--- config.mk ---
export PLATFORM = sky130hd
export DESIGN_NAME = hazard_stall_ctrl
export DESIGN_NICKNAME = d
export VERILOG_FILES = /design/src/rtl/hazard_pkg.sv /design/src/rtl/div_stall_counter.sv /design/src/rtl/hazard_stall_ctrl.sv
export SDC_FILE = /design/constraint.sdc
export NUM_CORES = 1
export LEC_CHECK = 0
export CAP_MARGIN = 0
export CORE_AREA = 2 2 39 41
export DETAILED_ROUTE_END_ITERATION = 10
export DIE_AREA = 0 0 41 43
export GPL_TIMING_DRIVEN = 0
export SYNTH_ARGS = -nofsm -noshare
export SYNTH_HDL_FRONTEND = slang
export SYNTH_HIERARCHICAL = 1
export SYNTH_SLANG_ARGS = --single-unit
--- constraint.sdc ---
create_clock -name vclk -period 1.54
set_clock_uncertainty 0.05 [all_clocks]
set_input_delay 0.231 -clock vclk [all_inputs]
set_output_delay 0.231 -clock vclk [all_outputs]
set_load 0.01 [all_outputs]
--- src/rtl/hazard_pkg.sv ---
// Shared types and constants for the pipeline hazard/stall controller.
package hazard_pkg;

    typedef enum logic {
        IDLE = 1'b0,
        DIV  = 1'b1
    } state_t;

    // Position of the read bit inside the 3-bit M control bundle {branch, memread, memwrite}.
    localparam int unsigned M_MEMREAD_BIT = 1;

    localparam logic [4:0] REG_ZERO = 5'd0;

endpackage

--- src/rtl/div_stall_counter.sv ---
// Load/decrement down-counter that times a multi-cycle divide occupying EX.
module div_stall_counter #(
    parameter int W = 5
) (
    input  logic         clk,
    input  logic         rst,
    input  logic         load,
    input  logic [W-1:0] load_val,
    input  logic         dec,
    output logic         zero
);

    logic [W-1:0] cnt;

    always_ff @(posedge clk or negedge rst) begin
        if (!rst) begin
            cnt <= '0;
        end else if (load) begin
            cnt <= load_val;
        end else if (dec && (cnt != '0)) begin
            cnt <= cnt - W'(1);
        end
    end

    assign zero = (cnt == '0);

endmodule

--- src/rtl/hazard_stall_ctrl.sv ---
// Pipeline hazard controller: load-use bubbles, taken-branch squash and divide freeze.
// The divide stall (DIV state and counter) is present only when HAZARD_DIV_STALL_EN is defined.
//
//   state | meaning
//   IDLE  | normal flow; branch / divide / load-use rows evaluated in priority order
//   DIV   | divide occupies EX; front end frozen until the counter reaches zero
module hazard_stall_ctrl
    import hazard_pkg::*;
#(
    parameter int DIV_CYCLES = 32,
    parameter int CNT_W      = $clog2(DIV_CYCLES)
) (
    input  logic       clk,
    input  logic       rst,
    input  logic [4:0] id_rs,
    input  logic [4:0] id_rt,
    input  logic       id_use_rs,
    input  logic       id_use_rt,
    input  logic       ex_memread,
    input  logic [4:0] ex_rt,
    input  logic       ex_divd,
    input  logic       ex_branch_taken,
    output logic       pc_en,
    output logic       if_id_en,
    output logic       if_id_flush,
    output logic       id_ex_en,
    output logic       id_ex_flush,
    output logic       ex_mem_flush,
    output logic       div_busy
);

    logic load_use;

    assign load_use = ex_memread && (ex_rt != REG_ZERO) &&
                      ((id_use_rs && (id_rs == ex_rt)) || (id_use_rt && (id_rt == ex_rt)));

`ifdef HAZARD_DIV_STALL_EN
    state_t state, next_state;
    logic   cnt_load, cnt_dec, cnt_zero;

    always_ff @(posedge clk or negedge rst) begin
        if (!rst) begin
            state <= IDLE;
        end else begin
            state <= next_state;
        end
    end

    div_stall_counter #(
        .W (CNT_W)
    ) u_div_cnt (
        .clk      (clk),
        .rst      (rst),
        .load     (cnt_load),
        .load_val (CNT_W'(DIV_CYCLES - 2)),
        .dec      (cnt_dec),
        .zero     (cnt_zero)
    );

    assign div_busy = (state == DIV);
`else
    logic unused_cfg;

    assign unused_cfg = clk ^ ex_divd ^ (^CNT_W'(DIV_CYCLES));
    assign div_busy   = 1'b0;
`endif

    always_comb begin
        pc_en        = 1'b1;
        if_id_en     = 1'b1;
        if_id_flush  = 1'b0;
        id_ex_en     = 1'b1;
        id_ex_flush  = 1'b0;
        ex_mem_flush = 1'b0;
`ifdef HAZARD_DIV_STALL_EN
        next_state   = state;
        cnt_load     = 1'b0;
        cnt_dec      = 1'b0;
`endif
        if (!rst) begin
            pc_en    = 1'b0;
            if_id_en = 1'b0;
            id_ex_en = 1'b0;
        end else begin
`ifdef HAZARD_DIV_STALL_EN
            if (state == DIV) begin
                // Branch and load-use are deliberately ignored while the divide holds EX.
                if (!cnt_zero) begin
                    pc_en        = 1'b0;
                    if_id_en     = 1'b0;
                    id_ex_en     = 1'b0;
                    ex_mem_flush = 1'b1;
                    cnt_dec      = 1'b1;
                end else begin
                    next_state = IDLE;
                end
            end else
`endif
            if (ex_branch_taken) begin
                if_id_flush = 1'b1;
                id_ex_flush = 1'b1;
            end
`ifdef HAZARD_DIV_STALL_EN
            else if (ex_divd) begin
                pc_en        = 1'b0;
                if_id_en     = 1'b0;
                id_ex_en     = 1'b0;
                ex_mem_flush = 1'b1;
                cnt_load     = 1'b1;
                next_state   = DIV;
            end
`endif
            else if (load_use) begin
                pc_en       = 1'b0;
                if_id_en    = 1'b0;
                id_ex_flush = 1'b1;
            end
        end
    end

endmodule
Yosys cells after proc, flatten, opt, wreduce, memory -nomap -nowiden
Index checks and enable logic that the tools add are counted.

storage, ports and cells
  bits in registers = 0
  output and inout bits = 7
  word-level logic and storage cells = 17
  input bits = 22

cells by class
  equality and inequality tests = 2
  reduce and logical (&&, ||, !) cells = 6
  multiplexer cells = 9

operators by type and width
  operator             count
  $eq A5 B5 Y1         2
  $mux W1              9
  $reduce_bool A5 Y1   1
  $logic_and A1 B1 Y1  4
  $logic_or A1 B1 Y1   1

Logic depth before layout (Yosys ltp)
  depth after elaboration = 7
  depth in mapped cells = 5
  depth with buffers taken out = 4

Least setup slack after synthesis
Ideal clock, no wire load.

  kind = input -> output
  from = in ex_rt[4]
  to = out pc_en
  cell stages on the path = 5
  arrival time = 1251 ps
  required time = 1259 ps
  buffers on the path = 1
  setup slack = 8 ps
  path through = xor2_1 -> nor4_2 -> a32oi_1 -> o31a_1 -> buf_4

between the ends
  word-level cells in the longest chain between the ends = 7
  elaborated cells on any way between the ends = 11
  classes of those cells = eq/ne (2); mux (3); reduce/logical (6)

RTL lines
  item                       line                     source
  start: declaration         hazard_stall_ctrl.sv:20  input logic [4:0] ex_rt,
  $eq A5 B5 Y1               hazard_stall_ctrl.sv:35  ((id_use_rs && (id_rs == ex_rt)) || (id_use_rt && (id_rt == ex_rt)));
  $logic_and A1 B1 Y1        hazard_stall_ctrl.sv:35
  $logic_or A1 B1 Y1         hazard_stall_ctrl.sv:35
  $logic_and A1 B1 Y1 (*)    hazard_stall_ctrl.sv:34  assign load_use = ex_memread && (ex_rt != REG_ZERO) &&
  $mux W1 (*) (3 in series)  n/a
  end: declaration           hazard_stall_ctrl.sv:23  output logic pc_en,

Mark *: on every way between the ends. The rest lies on a longest branch, timed or not.

Final worst setup path
  from = in id_rs[0]
  to = out id_ex_flush

between the ends
  word-level cells in the longest chain between the ends = 7

RTL lines
  item                 line                      source
  start: declaration   hazard_stall_ctrl.sv:15   input logic [4:0] id_rs,
  $eq A5 B5 Y1         hazard_stall_ctrl.sv:35
  $logic_and A1 B1 Y1  hazard_stall_ctrl.sv:35
  $logic_or A1 B1 Y1   hazard_stall_ctrl.sv:35
  $logic_and A1 B1 Y1  hazard_stall_ctrl.sv:34
  $mux W1              hazard_stall_ctrl.sv:113  else if (load_use) begin
  $mux W1              hazard_stall_ctrl.sv:99   if (ex_branch_taken) begin
  $mux W1              hazard_stall_ctrl.sv:80   if (!rst) begin
  end: declaration     hazard_stall_ctrl.sv:27   output logic id_ex_flush,

No other way between the ends.

==> results summary <==
The run finished, with violations left. The final reports fail on setup timing. Yosys printed 6 warnings. The cell type contributing the most total cell area after synthesis is sky130_fd_sc_hd__xor2_1. The wire length per cell came out at 8.71 um.

The final count of pins violating max slew is 0. On the worst path, the slowest cell contributes a delay of 470 ps. In this run the worst path has a maximum fanout of 2. The worst setup path is captured at an output port.

The clock buffer count is 0. The required time of the critical path came out at 1260 ps. In the post-synthesis netlist, the cell with the most instances is sky130_fd_sc_hd__xor2_1. The static leakage power is 0.228 nW. The total detailed-routing wirelength is 610 um. The count of standard-cell rows came out at 14. The mean cell area of the mapped netlist came out at 7.51 um^2.

Based on the critical path, the design can be clocked at up to 560 MHz. The maximum ir drop on the vdd rail came out at 0.0649 mV. The violation count after the first detailed-route iteration came out at 4. The share of the yosys chip area belonging to registers came out at 0%.

The number of buffers added to fix hold violations after cts is 0. The post-placement cell count came out at 68. The number of instances in the synthesized netlist is 26. The area share of the largest cell type after synthesis came out at 35.9%.

The count of antenna diodes in the layout is 0. The worst setup path is launched from an input pin. The fraction of final layout cells sized beyond drive strength 1 came out at 44.4%. The post-detailed-placement cell area is 469 um^2.

The number of fillers in the final layout is 162. Port buffering added 25 buffers. The mapped netlist covers 195 um^2.

The count of final hold-check violations is 0. The number of nets still failing antenna checks after routing is 0. The final standard cell count with taps included and fillers excluded is 70. The storage element area came out at 0 um^2. The area of all placed cells without fillers came out at 487 um^2. The die covers 0.00176 mm^2. The portion of the clock cycle consumed by the worst path in the final layout came out at 116%. Setup violations remaining at the end of the flow were counted as 3. In this run switching power makes up 40.2% of total power. The worst setup path is of the in -> out kind.

The number of nets in the layout is 78. The routed via count divided by cell count came out at 3.81. The startpoint identified for the worst hold timing path is ex_rt[0]. The least setup slack across all paths after layout is -246 ps. The total net switching power is 48.1 uW. Per report_power, the sequential group accounts for 0% of the total. Per report_power, the combinational group accounts for 100.0% of the total. The number of distinct library cells after synthesis came out at 14.

The number of placed I/O pins came out at 29. Global routing used 7.60% of the available tracks. The die is 43 um tall.

The maximum number of pins on one net before global-route repair is 5. The initial antenna violation count came out at 0. The internal power of the cells totals 71.4 uW. The number of global-route vias before repair is 259.

The slowest library cell on the worst path is sky130_fd_sc_hd__clkdlybuf4s50_1. After synthesis, the most frequently instantiated cells are sky130_fd_sc_hd__xor2_1 (8), sky130_fd_sc_hd__buf_4 (4), sky130_fd_sc_hd__inv_1 (2), sky130_fd_sc_hd__xnor2_1 (2). The min-delay analysis places its worst path in the category in -> out. The post-route DRC violation count came out at 0. The shortest period the worst path allows came out at 1790 ps. The die span in x came out at 41 um. Compared with the post-synthesis result, the final layout area differs by 149%. The leftover overflow at the end of global routing is 0.

The origin of the worst setup path is id_rs[0]. The final total negative setup slack came out at -612 ps. The length of the first detailed-routing pass in iterations came out at 3.

The sequential cell count came out at 0. The final estimated routing congestion in global placement came out at 0.572. The number of max-capacitance violations reported is 0. The routed via count is 267. The critical path goes through clkdlybuf4s50_1 -> xnor2_1 -> a32oi_2 -> buf_4 -> o31ai_2 -> buf_2.

The clock share of power is 0%. The effective utilization at floorplan came out at 14.1%. Setup repair after global routing could not meet its margin everywhere. The global-route wire length before repair came out at 1000 um. In this run the standard cell core region covers 0.00138 mm^2. Ranked by total cell area, the synthesized netlist is headed by sky130_fd_sc_hd__xor2_1 (36%), sky130_fd_sc_hd__buf_4 (15%), sky130_fd_sc_hd__xnor2_1 (9.0%), sky130_fd_sc_hd__nor4_2 (6.4%), sky130_fd_sc_hd__a32oi_1 (4.5%). For the worst setup path, the data arrival time is 1510 ps.

The power per standard cell area is 245 mW/mm^2.
==> worst max-delay path, delay by kind of cell <==
family,cells,cell delay (ps)
xor+xnor,1,140
compound gates,2,350
buf+inv,3,790
==> per-layer routing <==
layer	GRT usage (%)	routed length [um]	vias to the layer above
met5	0	0	-
met3	0.524	59	0
met1	9.52	224	116
met2	14.1	326	13
met4	0	0	0
li1	-	-	138
==> cell type report <==
| class | count | area, um^2 | area share, % |
|---|---|---|---|
| plain buffers | 4 | 30.0 | 6.17 |
| repair buffers | 27 | 226 | 46.5 |
| inverters | 2 | 7.51 | 1.54 |
| multi-input cells | 21 | 203 | 41.6 |
| well taps | 16 | 20.0 | 4.11 |
==> power groups by stage <==
stage | Combinational, mW | Clock (mW) | Sequential (mW)
2_1_floorplan | 0.0433 | 0 | 0
3_3_place_gp | 0.119 | 0 | 0
3_5_place_dp | 0.119 | 0 | 0
4_1_cts | 0.117 | 0 | 0
5_1_grt | 0.130 | 0 | 0
6_report | 0.119 | 0 | 0
==> cells by family (layout without fill, tap and decap cells) <==
kind of cell	count (synthesis)	count (layout)	share of synthesized area, %
AO/OA/AOI/OAI	4	4	15.4
XOR/XNOR	10	10	44.9
buffers and inverters	6	33	19.2
other	1	2	1.92
AND/OR/NAND/NOR	5	5	18.6
==> cells in the final DEF (no fill, tap or decap) <==
master,instances
sky130_fd_sc_hd__buf_2,8
sky130_fd_sc_hd__xor2_1,7
sky130_fd_sc_hd__buf_4,6
sky130_fd_sc_hd__clkdlybuf4s50_1,6
sky130_fd_sc_hd__dlygate4sd2_1,5
sky130_fd_sc_hd__clkdlybuf4s15_1,3
sky130_fd_sc_hd__nor4_2,2
sky130_fd_sc_hd__xnor2_1,2
sky130_fd_sc_hd__inv_1,2
sky130_fd_sc_hd__conb_1,2
sky130_fd_sc_hd__buf_6,2
sky130_fd_sc_hd__xor2_2,1
sky130_fd_sc_hd__and2_1,1
sky130_fd_sc_hd__a32oi_2,1
sky130_fd_sc_hd__or4_4,1
sky130_fd_sc_hd__o21ai_4,1
sky130_fd_sc_hd__o31a_1,1
sky130_fd_sc_hd__nand2_1,1
sky130_fd_sc_hd__o31ai_2,1
sky130_fd_sc_hd__buf_8,1
==> timing repair <==
action / in CTS / in global routing
setup buffers: 2 / 0
gates resized for setup: 63 / 3
hold endpoints to repair: 0 / 0
pin swaps: 9 / 3
endpoints found under the setup margin: 5 / 3
gates cloned: 0 / 0
==> metrics by stage <==
| stage | hold WS (ps) | power, mW | worst slack, ps | util [%] |
|---|---|---|---|---|
| after global placement | 1410 | 0.119 | -1020 | 33.9 |
| after floorplan | 504 | 0.0433 | 7.70 | - |
| after detailed placement | 1410 | 0.119 | -1020 | 33.9 |
| final | 864 | 0.119 | -246 | 35.2 |
| after CTS | 870 | 0.117 | -258 | 34.5 |
| after global routing | 887 | 0.130 | -306 | 35.2 |
==> worst paths after layout <==
path                           to  slack (ps)  cells after the start
worst min-delay path  id_ex_flush         860                      4
worst max-delay path  id_ex_flush        -250                      6
Power figures use the tool's default switching activity.
